<file path="src/rtl/memdp_arbiter_pkg.sv">
// Shared types and defaults for the dual-port memory arbiter.
// Latency: n/a (package only).
// Backpressure: n/a (package only).
package memdp_arbiter_pkg;

    localparam int DEF_WIDTH  = 32;
    localparam int DEF_DEPTH  = 32;
    localparam int DEF_NUM_RD = 4;
    localparam int DEF_NUM_WR = 2;

    typedef enum logic {
        IDLE  = 1'b0,
        CLEAR = 1'b1
    } memdp_arb_state_t;

    // Index of the set bit in a one-hot vector of up to 8 requesters.
    function automatic logic [2:0] onehot_to_idx(input logic [7:0] oh);
        onehot_to_idx = 3'd0;
        for (int i = 0; i < 8; i++) begin
            if (oh[i]) begin
                onehot_to_idx = 3'(i);
            end
        end
    endfunction

endpackage

</file>
<file path="src/rtl/memdp_arbiter_rr.sv">
// Round-robin arbiter: one-hot grant among N requesters, last winner gets lowest priority.
// Latency: grant is combinational in the request cycle; pointer moves on the clock edge.
// Backpressure: advance=0 forces gnt=0 and freezes the pointer; losers hold req until granted.
//
// Ports: clock, reset (sync, active-high), req[N], advance (grants allowed this cycle),
//        gnt[N] one-hot grant.
module rr_arbiter #(
    parameter int N = 4
) (
    input  logic         clock,
    input  logic         reset,
    input  logic [N-1:0] req,
    input  logic         advance,
    output logic [N-1:0] gnt
);

    localparam int PTR_W = (N > 1) ? $clog2(N) : 1;

    // r_ptr holds the index that currently has highest priority.
    logic [PTR_W-1:0] r_ptr;
    logic [PTR_W-1:0] w_next_ptr;
    logic [PTR_W-1:0] w_idx;
    logic             w_found;

    always_comb begin
        gnt        = '0;
        w_found    = 1'b0;
        w_next_ptr = r_ptr;
        w_idx      = '0;
        for (int k = 0; k < N; k++) begin
            w_idx = PTR_W'((int'(r_ptr) + k) % N);
            if (advance && !w_found && req[w_idx]) begin
                gnt[w_idx] = 1'b1;
                w_found    = 1'b1;
                w_next_ptr = PTR_W'((int'(r_ptr) + k + 1) % N);
            end
        end
    end

    always_ff @(posedge clock) begin
        if (reset) begin
            r_ptr <= '0;
        end else if (w_found) begin
            r_ptr <= w_next_ptr;
        end
    end

endmodule

</file>
<file path="src/rtl/memdp_arbiter.sv">
// Arbitrates NUM_RD readers and NUM_WR writers onto a 1R1W memory with write-to-read bypass,
// plus a clear engine that zeroes the memory one word per cycle.
// Latency: grants combinational; read response registered one cycle after the grant.
// Backpressure: losing requesters hold req/addr/data until granted; no grants while busy/reset.
//
// Ports: clock, reset (sync, active-high); rd_req/rd_addr -> rd_gnt; rsp_valid/rsp_id/rsp_data;
//        wr_req/wr_addr/wr_data -> wr_gnt; clear_req -> busy, clear_done.
module memdp_arbiter
    import memdp_arbiter_pkg::*;
#(
    parameter int WIDTH  = DEF_WIDTH,
    parameter int DEPTH  = DEF_DEPTH,
    parameter int NUM_RD = DEF_NUM_RD,
    parameter int NUM_WR = DEF_NUM_WR,
    parameter int ADDR_W = $clog2(DEPTH),
    parameter int ID_W   = $clog2(NUM_RD)
) (
    input  logic                          clock,
    input  logic                          reset,
    input  logic [NUM_RD-1:0]             rd_req,
    input  logic [NUM_RD-1:0][ADDR_W-1:0] rd_addr,
    output logic [NUM_RD-1:0]             rd_gnt,
    output logic                          rsp_valid,
    output logic [ID_W-1:0]               rsp_id,
    output logic [WIDTH-1:0]              rsp_data,
    input  logic [NUM_WR-1:0]             wr_req,
    input  logic [NUM_WR-1:0][ADDR_W-1:0] wr_addr,
    input  logic [NUM_WR-1:0][WIDTH-1:0]  wr_data,
    output logic [NUM_WR-1:0]             wr_gnt,
    input  logic                          clear_req,
    output logic                          busy,
    output logic                          clear_done
);

    localparam int WID_W = $clog2(NUM_WR);

    memdp_arb_state_t r_state;
    logic [ADDR_W-1:0] r_clr_cnt;
    logic              r_busy;
    logic              r_clear_done;
    logic              r_rsp_valid;
    logic [ID_W-1:0]   r_rsp_id;
    logic [WIDTH-1:0]  r_rsp_data;
    logic [WIDTH-1:0]  r_mem [DEPTH];

    logic              w_arb_en;
    logic [NUM_RD-1:0] w_rd_gnt;
    logic [NUM_WR-1:0] w_wr_gnt;
    logic [ID_W-1:0]   w_rd_idx;
    logic [WID_W-1:0]  w_wr_idx;
    logic              w_rd_fire;
    logic              w_wr_fire;
    logic              w_mem_we;
    logic [ADDR_W-1:0] w_mem_waddr;
    logic [WIDTH-1:0]  w_mem_wdata;
    logic [ADDR_W-1:0] w_rd_addr;
    logic [WIDTH-1:0]  w_rd_data;

    // The clear engine owns the write port, so both arbiters are frozen while clearing.
    assign w_arb_en = (r_state == IDLE) && !reset;

    rr_arbiter #(.N(NUM_RD)) u_rd_arb (
        .clock   (clock),
        .reset   (reset),
        .req     (rd_req),
        .advance (w_arb_en),
        .gnt     (w_rd_gnt)
    );

    rr_arbiter #(.N(NUM_WR)) u_wr_arb (
        .clock   (clock),
        .reset   (reset),
        .req     (wr_req),
        .advance (w_arb_en),
        .gnt     (w_wr_gnt)
    );

    assign rd_gnt    = w_rd_gnt;
    assign wr_gnt    = w_wr_gnt;
    assign w_rd_idx  = ID_W'(onehot_to_idx(8'(w_rd_gnt)));
    assign w_wr_idx  = WID_W'(onehot_to_idx(8'(w_wr_gnt)));
    assign w_rd_fire = |w_rd_gnt;
    assign w_wr_fire = |w_wr_gnt;

    assign w_mem_we    = (r_state == CLEAR) || w_wr_fire;
    assign w_mem_waddr = (r_state == CLEAR) ? r_clr_cnt : wr_addr[w_wr_idx];
    assign w_mem_wdata = (r_state == CLEAR) ? '0 : wr_data[w_wr_idx];
    assign w_rd_addr   = rd_addr[w_rd_idx];

    // Same-cycle write to the read address forwards the new data.
    assign w_rd_data = (w_mem_we && (w_mem_waddr == w_rd_addr)) ? w_mem_wdata
                                                                : r_mem[w_rd_addr];

    always_ff @(posedge clock) begin
        if (reset) begin
            for (int i = 0; i < DEPTH; i++) begin
                r_mem[i] <= '0;
            end
        end else if (w_mem_we) begin
            r_mem[w_mem_waddr] <= w_mem_wdata;
        end
    end

    always_ff @(posedge clock) begin
        if (reset) begin
            r_state      <= IDLE;
            r_clr_cnt    <= '0;
            r_busy       <= 1'b0;
            r_clear_done <= 1'b0;
            r_rsp_valid  <= 1'b0;
            r_rsp_id     <= '0;
            r_rsp_data   <= '0;
        end else begin
            r_rsp_valid  <= w_rd_fire;
            r_clear_done <= 1'b0;
            if (w_rd_fire) begin
                r_rsp_id   <= w_rd_idx;
                r_rsp_data <= w_rd_data;
            end
            case (r_state)
                IDLE: begin
                    if (clear_req) begin
                        r_state   <= CLEAR;
                        r_clr_cnt <= '0;
                        r_busy    <= 1'b1;
                    end
                end
                CLEAR: begin
                    // Further clear_req pulses are deliberately ignored here.
                    if (r_clr_cnt == ADDR_W'(DEPTH - 1)) begin
                        r_state      <= IDLE;
                        r_clr_cnt    <= '0;
                        r_busy       <= 1'b0;
                        r_clear_done <= 1'b1;
                    end else begin
                        r_clr_cnt <= r_clr_cnt + 1'b1;
                    end
                end
                default: begin
                    r_state <= IDLE;
                    r_busy  <= 1'b0;
                end
            endcase
        end
    end

    assign rsp_valid  = r_rsp_valid;
    assign rsp_id     = r_rsp_id;
    assign rsp_data   = r_rsp_data;
    assign busy       = r_busy;
    assign clear_done = r_clear_done;

endmodule

</file>
<file path="config.mk">
export PLATFORM = sky130hd
export DESIGN_NAME = memdp_arbiter
export DESIGN_NICKNAME = d
export VERILOG_FILES = /design/src/rtl/memdp_arbiter_pkg.sv /design/src/rtl/memdp_arbiter_rr.sv /design/src/rtl/memdp_arbiter.sv
export SDC_FILE = /design/constraint.sdc
export NUM_CORES = 2
export LEC_CHECK = 0
export CAP_MARGIN = 20
export CORE_MARGIN = 4
export CORE_UTILIZATION = 62
export DETAILED_ROUTE_END_ITERATION = 8
export PLACE_DENSITY = 0.87
export SLEW_MARGIN = 40
export SYNTH_ARGS = -nofsm -noshare
export SYNTH_HDL_FRONTEND = slang
export SYNTH_SLANG_ARGS = --single-unit
</file>
<file path="constraint.sdc">
create_clock -name clock -period 5.9 [get_ports clock]
set_clock_uncertainty 0.05 [all_clocks]
set_input_delay 1.18 -clock clock [delete_from_list [all_inputs] [get_ports clock]]
set_output_delay 1.18 -clock clock [all_outputs]
set_load 0.05 [all_outputs]
</file>
==> summary.txt <==
Status
  – Status: complete, but fails checks
  – Failing checks: design-rule violations

Layout
  – Final nets: between 4000 and 5000
  – Reg area: between 30000 and 40000 um^2
  – Utilization after layout: a little over 70%
  – Fillcell total: about 4800
  – Final std cells w/o fill: ~5500
  – Area of the multi-input gates: 14600 um^2
  – Share of cells above drive strength 1: about a tenth
  – Area delta synth->final: 13.3%

Power
  – Power per cell area: roughly 430 nW/um^2
  – P_sw: 0.00849 W
  – Leakage power: ~19 nW
  – VDD IR max: between 0.3 and 0.4 mV
  – Gate power share: between 30% and 40%
  – Sequential power share: 37.8%
  – Switching share of power: a little over a third
  – Internal power: ~0.015 W
  – Clock Power Share: 29.2%

Synth
  – Most frequent cell after synthesis: nor2_1
  – Syn_area_per_cell: ~11 um^2
  – Mapped Cells: ~4400
  – Syn Nets: approximately 4500
  – YS warnings: 0
  – Top-area cell type share of the netlist area: 64.0%
  – Commonest cells post-synth: nor2_1, edfxtp_1, nand2_1
  – Post-Synthesis Cell Area: between 40000 and 50000 um^2
  – Top FF cell, synth: edfxtp_1
  – Area leader, netlist: edfxtp_1
  – Register area share after synthesis: approximately 66%
  – Async set or reset register ratio after synthesis: 0%
  – Synth Register Bits: around 1100
  – Area contributors post-synth: edfxtp_1, nor2_1, a22oi_1, a21oi_1, nand2_1
  – Post-synth EDFFs: 1024
  – Yosys cell types: a little over 70

Detailed routing
  – Antenna viol nets, final: 0
  – Vias: 38300
  – Max layer used: met5
  – Aggregate routed wire length: 154000 um
  – DRT iter0 DRCs: 7044
  – Routed length per instance: about 28 um
  – DRC Markers: 36
  – DR vias/cell: around 7.0
  – Metal2 WL: slightly below 70000 um
  – DRT Pass-1 Iters: 9
  – Wl on met1: between 40000 and 50000 um
  – Met3 WL: about 24000 um

Placed design
  – Inst Count DP: approximately 5300
  – DP HPWL: approximately 87000 um
  – PortBufs: 145
  – Gpl congestion: roughly 0.9

Clocking
  – CTS clk-pin slew, worst paths: ~0.060 ns
  – CTS tree: built
  – Post-CTS setup buffer count: 0
  – Inserted Clock Buffers: 105
  – Clock buffer depth: 3
  – Clock root buffer: clkbuf_16
  – CTS hold repair buffers: 0
  – H-tree Lvls: 3
  – Clock Sinks: 1070
  – Worst-Skew Late Latency: 0.71 ns
  – CTS resizes: 0

Worst setup path
  – CP Cell Sequence: inv_1, ha_1, nor2b_1, o211a_4, nor2_1, a221oi_1, inv_1, clkdlybuf4s50_1
  – CP max stage delay: 0.74 ns
  – R2r startpoint: u_rd_arb.r_ptr[0]$_SDFFE_PP0P_
  – Critical path class: flip-flop to primary output
  – Critical Path Start Type: flip-flop
  – Worst r2r dst: rsp_data[12]$_SDFFE_PP0P_
  – Critical Path Slowest Stage Cell: clkdlybuf4s50_1
  – CP max FO: 12
  – Crit. End Element: primary output
  – Reg2reg path depth: 15
  – CP Buf/Inv Count: 3
  – CP delay by family, top: buffers and inverters
  – Worst setup endpoint: rd_gnt[0]
  – Critical Path Start: u_rd_arb.r_ptr[0]$_SDFFE_PP0P_
  – CP dominant cell by count: inv_1
  – CP Depth: 8
  – FF-to-FF setup slack: 0.51 ns
  – WP data arrival: ~4.3 ns
  – Critical Path RT: between 4 and 5 ns

Floorplanning
  – Chip Height: approximately 290 um
  – Starting Density: between 60% and 70%
  – Die Width: 286 um
  – Row count: slightly above 100
  – I/O pin count: around 150
  – Die area: about 82000 um^2
  – Core ar.: 76300 um^2

GRT
  – Global-route usage over all layers: about 37%
  – Vias in the first global route: 37700
  – Initial antenna violation count: 4
  – Largest net degree at the start of global routing: 84
  – Grt ovf: 0
  – First-pass GRT wire length: roughly 220000 um

Run
  – Max_cap viols: 0

STA
  – Post-route clock period utilization: around 93%
  – Setup TNS: 0 ns
  – # setup viols final: 0
  – Worst Max-Slew Pin Slew: about 0.8 ns
  – Slew Limit Fails: 0
  – Fin. Hold Viols: 0
  – RSZ-0062 raised after global routing: no
  – Slew margin rel.: between 40 and 50%
  – Tmin final: around 5.5 ns
  – Fmax: roughly 0.18 GHz

Min path
  – Min-Delay Path Class: flip-flop to flip-flop
==> layout by cell type (no fill, tap or decap), drive strengths merged, types with 45 or more instances in the layout <==
| cell type | instances |
|---|---|
| mux2i | 48 |
| dfxtp | 46 |
| a21oi | 511 |
| edfxtp | 1024 |
| nand2 | 596 |
| clkbuf | 133 |
| clkinv | 45 |
| buf | 142 |
| a22oi | 365 |
| nor2 | 1057 |
| clkdlybuf4s50 | 143 |
==> sequential cells by signal (all words and copies together) (netlist names) <==
register / cells
r_clr_cnt: 5
u_wr_arb.r_ptr: 1
rsp_id: 2
rsp_valid: 1
u_rd_arb.r_ptr: 2
r_mem: 1024
rsp_data: 32
busy: 1
clear_done: 1
r_state: 1
==> layout make-up <==
type	instances	share of cell area [%]
Clock inverter	64	1.18
Timing Repair Buffer	286	5.99
Antenna cell	1	0.00460
Clock buffer	133	5.31
Tap cell	1030	2.37
Sequential cell	1070	58.2
Inverter	15	0.106
Multi-Input combinational cell	2878	26.8
==> power by group through the flow <==
stage | Sequential (W) | Clock [W] | Combinational (W)
final | 0.00893 | 0.00689 | 0.00778
after detailed placement | 0.00907 | 0 | 0.00733
after global placement | 0.00905 | 0 | 0.00716
after floorplan | 0.00922 | 0 | 0.00462
after CTS | 0.00892 | 0.00685 | 0.00746
after global routing | 0.00894 | 0.00718 | 0.00808
==> per-layer routing <==
layer	up-vias	global-route usage (%)
met4	4	24.1
li1	15500	-
met1	17900	44.7
met3	1014	10.5
met2	3878	57.4
met5	-	0
==> worst min-delay path by stage <==
stage	endpoint	cells past startpoint	from
4_1_cts	busy$_SDFFE_PP0P_	2	busy$_SDFFE_PP0P_
6_report	busy$_SDFFE_PP0P_	2	busy$_SDFFE_PP0P_
5_1_grt	busy$_SDFFE_PP0P_	2	busy$_SDFFE_PP0P_
3_5_place_dp	busy$_SDFFE_PP0P_	2	busy$_SDFFE_PP0P_
2_1_floorplan	r_clr_cnt[3]$_SDFFE_PP0P_	2	r_clr_cnt[3]$_SDFFE_PP0P_
3_3_place_gp	busy$_SDFFE_PP0P_	2	busy$_SDFFE_PP0P_
==> stage by stage <==
stage	setup WS [ns]	power [W]	area, um^2	hold WS, ns
3_3_place_gp	0.456	0.0162	50900	0.395
6_report	0.384	0.0236	54400	0.405
3_5_place_dp	0.357	0.0164	50900	0.400
5_1_grt	0.131	0.0242	54400	0.430
4_1_cts	0.0899	0.0232	54400	0.407
2_1_floorplan	1.34	0.0138	48000	0.422
==> worst min-delay path, delay by kind of cell (launching register included) <==
| kind | cells | cell delay, ns |
|---|---|---|
| simple gates | 1 | 0.05 |
| flops | 1 | 0.31 |
| compound gates | 1 | 0.05 |
==> cells by family after synthesis <==
logic type | count (synthesis) | share of synthesized area (%)
buffers and inverters | 462 | 4.01
DFF | 1070 | 65.9
muxes | 53 | 1.20
AOI/OAI and AO/OA | 980 | 13.1
and+or+nand+nor | 1822 | 15.3
adders and majority gates | 9 | 0.234
xor gates and xnor gates | 14 | 0.255
Power figures use the tool's default switching activity.
